### src/rtl/dht11_poll_sched_pkg.sv
// Shared state encoding, outcome codes and frame checksum helper for the DHT11 poll scheduler.
package dht11_poll_sched_pkg;

    typedef enum logic [1:0] {
        ST_IDLE  = 2'd0,
        ST_RUN   = 2'd1,
        ST_CHECK = 2'd2,
        ST_FAILX = 2'd3
    } state_t;

    localparam logic [1:0] ERR_NONE    = 2'd0;
    localparam logic [1:0] ERR_SENSOR  = 2'd1;
    localparam logic [1:0] ERR_TIMEOUT = 2'd2;
    localparam logic [1:0] ERR_CKSUM   = 2'd3;

    // DHT11 checksum: 8-bit wrapping sum of the four data bytes.
    function automatic logic frame_ok(input logic [7:0] hi, input logic [7:0] hf,
                                      input logic [7:0] ti, input logic [7:0] tf,
                                      input logic [7:0] ck);
        logic [7:0] sum;
        sum = hi + hf + ti + tf;
        return (sum == ck);
    endfunction

endpackage

### src/rtl/dht11_poll_sched_cksum.sv
// Combinational frame checksum compare; used only when DHT_CKSUM_CHECK_EN is defined.
module dht11_poll_sched_cksum
    import dht11_poll_sched_pkg::*;
(
    input  logic [7:0] hi,
    input  logic [7:0] hf,
    input  logic [7:0] ti,
    input  logic [7:0] tf,
    input  logic [7:0] ck,
    output logic       ok
);

    assign ok = frame_ok(hi, hf, ti, tf, ck);

endmodule

### src/rtl/dht11_poll_sched.sv
// DHT11 reader supervisor: arms the core, enforces the re-read gap, retries, latches good frames.
// Optional checksum validation is enabled by defining DHT_CKSUM_CHECK_EN.
module dht11_poll_sched
    import dht11_poll_sched_pkg::*;
#(
    parameter int MIN_GAP_CYC  = 100_000_000,
    parameter int TIMEOUT_CYC  = 3_000_000,
    parameter int AUTO_PER_CYC = 250_000_000,
    parameter int MAX_RETRY    = 3
) (
    input  logic       clk,
    input  logic       rst_n,
    input  logic       req,
    input  logic       auto,
    output logic       sens_en,
    output logic       sens_rst,
    input  logic       sens_wait,
    input  logic       sens_err,
    input  logic [7:0] sens_hi,
    input  logic [7:0] sens_hf,
    input  logic [7:0] sens_ti,
    input  logic [7:0] sens_tf,
    input  logic [7:0] sens_ck,
    output logic [7:0] hum_i,
    output logic [7:0] hum_f,
    output logic [7:0] tmp_i,
    output logic [7:0] tmp_f,
    output logic       valid,
    output logic       done,
    output logic       fail,
    output logic [1:0] err_code,
    output logic       busy
);

    localparam logic [31:0] GAP_LOAD  = 32'(MIN_GAP_CYC);
    localparam logic [31:0] TO_LAST   = 32'(TIMEOUT_CYC - 1);
    localparam logic [31:0] AUTO_LAST = 32'(AUTO_PER_CYC - 1);
    localparam logic [7:0]  RETRY_MAX = 8'(MAX_RETRY);

    state_t      state_r;
    logic [31:0] gap_r;
    logic [31:0] timer_r;
    logic [31:0] auto_cnt_r;
    logic [7:0]  retry_r;
    logic [1:0]  code_r;
    logic        seen_r;
    logic        pend_r;
    logic        sens_en_r;
    logic        sens_rst_r;
    logic [31:0] data_r;
    logic        valid_r;
    logic        done_r;
    logic        fail_r;
    logic [1:0]  err_code_r;
    logic        auto_fire_s;
    logic        new_req_s;
    logic        ck_ok_s;

`ifdef DHT_CKSUM_CHECK_EN
    dht11_poll_sched_cksum u_cksum (
        .hi (sens_hi),
        .hf (sens_hf),
        .ti (sens_ti),
        .tf (sens_tf),
        .ck (sens_ck),
        .ok (ck_ok_s)
    );
`else
    logic unused_ck_s;
    assign unused_ck_s = ^sens_ck;
    assign ck_ok_s     = 1'b1;
`endif

    assign auto_fire_s = auto && (auto_cnt_r == AUTO_LAST);
    assign new_req_s   = req || auto_fire_s;

    // Free-running auto-request period counter, parked at zero while auto is off.
    always_ff @(posedge clk or negedge rst_n) begin
        if (!rst_n) begin
            auto_cnt_r <= 32'd0;
        end else if (!auto || auto_fire_s) begin
            auto_cnt_r <= 32'd0;
        end else begin
            auto_cnt_r <= auto_cnt_r + 32'd1;
        end
    end

    // Request bookkeeping, gap enforcement and transfer supervision FSM.
    always_ff @(posedge clk or negedge rst_n) begin
        if (!rst_n) begin
            state_r    <= ST_IDLE;
            gap_r      <= GAP_LOAD;
            timer_r    <= 32'd0;
            retry_r    <= 8'd0;
            code_r     <= ERR_NONE;
            seen_r     <= 1'b0;
            pend_r     <= 1'b0;
            sens_en_r  <= 1'b1;
            sens_rst_r <= 1'b0;
            data_r     <= 32'd0;
            valid_r    <= 1'b0;
            done_r     <= 1'b0;
            fail_r     <= 1'b0;
            err_code_r <= ERR_NONE;
        end else begin
            sens_en_r <= 1'b1;
            done_r    <= 1'b0;
            fail_r    <= 1'b0;
            if (new_req_s) begin
                pend_r <= 1'b1;
            end
            if (state_r != ST_RUN && gap_r != 32'd0) begin
                gap_r <= gap_r - 32'd1;
            end
            case (state_r)
                ST_IDLE: begin
                    sens_rst_r <= 1'b0;
                    if (pend_r && gap_r == 32'd0) begin
                        state_r    <= ST_RUN;
                        timer_r    <= 32'd0;
                        seen_r     <= 1'b0;
                        sens_rst_r <= 1'b1;
                    end
                end
                ST_RUN: begin
                    timer_r <= timer_r + 32'd1;
                    if (sens_wait) begin
                        seen_r <= 1'b1;
                    end
                    // Core error beats a completed frame, which beats the timeout.
                    if (sens_err) begin
                        code_r     <= ERR_SENSOR;
                        state_r    <= ST_FAILX;
                        sens_rst_r <= 1'b0;
                        gap_r      <= GAP_LOAD;
                    end else if (seen_r && !sens_wait) begin
                        state_r    <= ST_CHECK;
                        sens_rst_r <= 1'b0;
                        gap_r      <= GAP_LOAD;
                    end else if (timer_r == TO_LAST) begin
                        code_r     <= ERR_TIMEOUT;
                        state_r    <= ST_FAILX;
                        sens_rst_r <= 1'b0;
                        gap_r      <= GAP_LOAD;
                    end
                end
                ST_CHECK: begin
                    gap_r <= GAP_LOAD;
                    if (ck_ok_s) begin
                        data_r     <= {sens_hi, sens_hf, sens_ti, sens_tf};
                        valid_r    <= 1'b1;
                        done_r     <= 1'b1;
                        err_code_r <= ERR_NONE;
                        pend_r     <= new_req_s;
                        retry_r    <= 8'd0;
                        state_r    <= ST_IDLE;
                    end else begin
                        code_r  <= ERR_CKSUM;
                        state_r <= ST_FAILX;
                    end
                end
                ST_FAILX: begin
                    err_code_r <= code_r;
                    state_r    <= ST_IDLE;
                    if (retry_r < RETRY_MAX) begin
                        retry_r <= retry_r + 8'd1;
                    end else begin
                        fail_r  <= 1'b1;
                        pend_r  <= new_req_s;
                        retry_r <= 8'd0;
                    end
                end
                default: begin
                    state_r    <= ST_IDLE;
                    sens_rst_r <= 1'b0;
                end
            endcase
        end
    end

    assign sens_en  = sens_en_r;
    assign sens_rst = sens_rst_r;
    assign hum_i    = data_r[31:24];
    assign hum_f    = data_r[23:16];
    assign tmp_i    = data_r[15:8];
    assign tmp_f    = data_r[7:0];
    assign valid    = valid_r;
    assign done     = done_r;
    assign fail     = fail_r;
    assign err_code = err_code_r;
    assign busy     = pend_r;

endmodule
### config.mk
export PLATFORM = sky130hd
export DESIGN_NAME = dht11_poll_sched
export DESIGN_NICKNAME = d
export VERILOG_FILES = /design/src/rtl/dht11_poll_sched_pkg.sv /design/src/rtl/dht11_poll_sched_cksum.sv /design/src/rtl/dht11_poll_sched.sv
export SDC_FILE = /design/constraint.sdc
export NUM_CORES = 1
export LEC_CHECK = 0
export ABC_AREA = 1
export BUFFER_PORTS_ARGS = -buffer_cell sky130_fd_sc_hd__buf_4
export CAP_MARGIN = 30
export CORE_MARGIN = 5
export CORE_UTILIZATION = 40
export DETAILED_ROUTE_END_ITERATION = 8
export PLACE_DENSITY_LB_ADDON = 0.05
export SLEW_MARGIN = 10
export SYNTH_ARGS = -nofsm -noshare
export SYNTH_HDL_FRONTEND = slang
export SYNTH_SLANG_ARGS = --single-unit
### constraint.sdc
create_clock -name clk -period 3.9 [get_ports clk]
set_input_delay 0.585 -clock clk [delete_from_list [all_inputs] [get_ports clk]]
set_output_delay 0.585 -clock clk [all_outputs]
set_load 0.01 [all_outputs]
==> results.ini <==
[status]
status = complete, no violations

[placement]
dp_slack_ps = 1540
dpl.hpwl_um = 14700
gp_congestion = 0.917
place_inst = 1456
dpl_cell_area_um2 = 9160
io_buffers = 76

[power_and_ir_drop]
cellLeakagePower_nw = 4.53
ir_drop_v = 0.000247
switching_share = 0.251
intPower_mw = 2.45
switchingPower_uw = 820
clock_power_share = 0.484
pwr-share-seq = 0.478
p_per_area_nw_per_um2 = 337
combPwrFrac = 0.038

[timing]
skew_ps = 12.6
finalSetupViolCount = 0
final.setup.tns_ps = 0
max_freq_ghz = 0.427
drv_slew = 0
finalHoldViolCount = 0
timing.final.crit_share = 0.600
worst_slew_pin_slew_ps = 824
max_slew_margin = 0.451
final.setup.worst_slack_ps = 1560
holdWs_ps = 38.3
rsz0062_at_grt = no
finalCriticalPeriod_ps = 2340

[synth]
yosys_warnings = 0
ys_ff_latch = 148
synth_commonest_cells = nand2_1, nor2_1, dfrtp_1
syn_inst = 1130
synth_most_common_cell = nand2_1
synth-edff-count = 0
synth_top_area_frac = 0.408
async_flop_share = 1.00
synth_largest_area_cell = dfrtp_1
syn-cell-area_um2 = 8340
synth_ff_type = dfrtp_1
synth_area_leaders = dfrtp_1, nand2_1, nor2_1, xor2_1, inv_1
post_synth_num_cell_types = 41
syn-num-nets = 1185
synth.avg_cell_area_um2 = 7.38
seq_area_frac_synth = 0.446

[layout]
antenna-diode-count = 0
stdcell_count = 1488
drive_gt1_frac = 0.132
final_cell_area_um2 = 9710
fin_nets = 1260
syn_to_final_growth_pct = 16.5

[clocking]
holdBufCountCts = 0
cts.sinks = 148
cts.clk_slew.worst_paths_ps = 70
htreeDepth = 4
cts_setup_buffers = 0
root_buffer = clkbuf_16
cts_inserted_buffers = 17
clockBufferDepth = 2
post_cts_resized = 0
cts_tree = built
insertion_delay_ps = 430

[drt]
drtIter0Drc = 337
vias = 7142
vias_per_cell = 4.80
wl_per_cell_um = 13.6
drt_first_pass_iters = 4
totalWireLength_um = 20300
postRouteAntennaNets = 0
drc = 0

[die]
core_um2 = 20400
die_h_um = 154
io_pins = 86
die_area_um2 = 23800
die_x_um = 154
start_util = 0.409
row_count = 52

[job]
maxCapViolCount = 0

[worst_setup_path]
r2r_slack_ps = 1560
cp_slowest_cell = inv_1
crit_buf_inv = 2
crit_arrival_ps = 2620
worst_r2r_path_depth = 12
crit_path_end_kind = flip-flop
path_depth = 12
worstPathRequired_ps = 4180
crit_family = simple AND/OR/NAND/NOR gates
critPathLaunchType = flip-flop
crit_top_cell = nand2_1
cp_max_fo = 20
crit_path_cell_trace = ha_1 -> inv_1 -> nor2_2 -> nand3_1 -> nor2_1 -> nand2_1 -> nand2_1 -> nor2_1 -> nand2_1 -> nand2_1 -> inv_1 -> nor2_1
crit_type = flip-flop to flip-flop
max_stage_delay_ps = 480

[worst_hold_path]
hold_class = primary input to asynchronous set/reset pin

[grt]
grt_max_degree = 79
grt_pass1_vias = 6824
antenna_found_initial = 0
grt_pass1_wl_um = 34500
grt_util_all_layers = 0.175
grt_overflow_total = 0

-- worst paths after layout --
| path | start | end |
|---|---|---|
| setup reg to reg | timer_r[1] | gap_r[5] |
| setup / recovery | timer_r[1] | gap_r[5] |
| hold reg to reg | auto_cnt_r[0] | auto_cnt_r[0] |
| hold / removal | rst_n | timer_r[24] |
| max in group asynchronous | rst_n | data_r[2] |
| min in group clk | sens_ti[5] | data_r[13] |
-- layout make-up --
| cell class | instances | area, um2 |
|---|---|---|
| Clock inverter | 15 | 131 |
| Multi-Input combinational cell | 848 | 4040 |
| Fill cell | 2092 | 10700 |
| Inverter | 106 | 413 |
| Clock buffer | 17 | 425 |
| Tap cell | 270 | 338 |
| Sequential cell | 148 | 3720 |
| Timing Repair Buffer | 84 | 647 |
-- through the flow --
stage                util  power [mW]
CTS                 0.477        3.33
floorplan               -        1.62
global placement    0.450        1.72
global route        0.477        3.41
detailed placement  0.450        1.72
finish              0.477        3.27
-- worst reg2reg max path, cell delays in order (launching register included) --
cell and delay, ps:
dfrtp_1 390, ha_1 190, inv_1 80, nor2_2 230
nand3_1 100, nor2_1 140, nand2_1 120, nand2_1 100
nor2_1 60, nand2_1 90, nand2_1 70, inv_1 480
nor2_1 130
-- kinds of logic after synthesis --
| kind of cell | count (synthesis) | synth area share |
|---|---|---|
| AND/OR/NAND/NOR | 708 | 0.356 |
| flip-flops | 148 | 0.446 |
| buffers and inverters | 134 | 0.0692 |
| XOR/XNOR | 66 | 0.0693 |
| AO/OA/AOI/OAI | 64 | 0.0459 |
| adder cells (fa/ha/maj) | 9 | 0.0135 |
| other | 1 | 0.000450 |
-- registers in the layout, indices dropped and copies added, names as in the netlist --
register / flops
retry_r: 8
gap_r: 32
sens_rst: 1
err_code: 2
done: 1
auto_cnt_r: 32
fail: 1
busy: 1
timer_r: 32
valid: 1
state_r: 2
code_r: 2
data_r: 32
seen_r: 1
-- routing by layer --
layer | vias to the layer above | GRT usage | routed length (um)
met3 | 10 | 0.0464 | 1040
met4 | 0 | 0.0357 | 165
met1 | 3305 | 0.245 | 10100
met5 | - | 0 | 0
met2 | 145 | 0.276 | 9030
li1 | 3682 | - | -
-- layout by cell type (no fill, tap or decap), types with 5 or more instances in the layout --
cell,instances
o21ai_1,14
o21ai_2,8
o21ai_0,19
clkbuf_16,17
nand4_1,22
inv_6,7
nand3_1,38
xor2_1,47
buf_4,82
nor4_1,7
nand2_1,367
nand2_2,8
nor2_2,8
nor3b_1,5
nor2_1,200
a21oi_1,14
dfstp_2,12
dfrtp_1,136
xnor2_1,19
ha_1,9
inv_1,104
nor3_1,41
-- power groups by stage --
stage | logic [mW] | registers (mW) | clock network, mW
2_1_floorplan | 0.0229 | 1.60 | 0
5_1_grt | 0.142 | 1.57 | 1.70
3_5_place_dp | 0.130 | 1.59 | 0
6_report | 0.124 | 1.57 | 1.58
3_3_place_gp | 0.129 | 1.59 | 0
4_1_cts | 0.129 | 1.57 | 1.63
(Power assumes the default switching activity.)
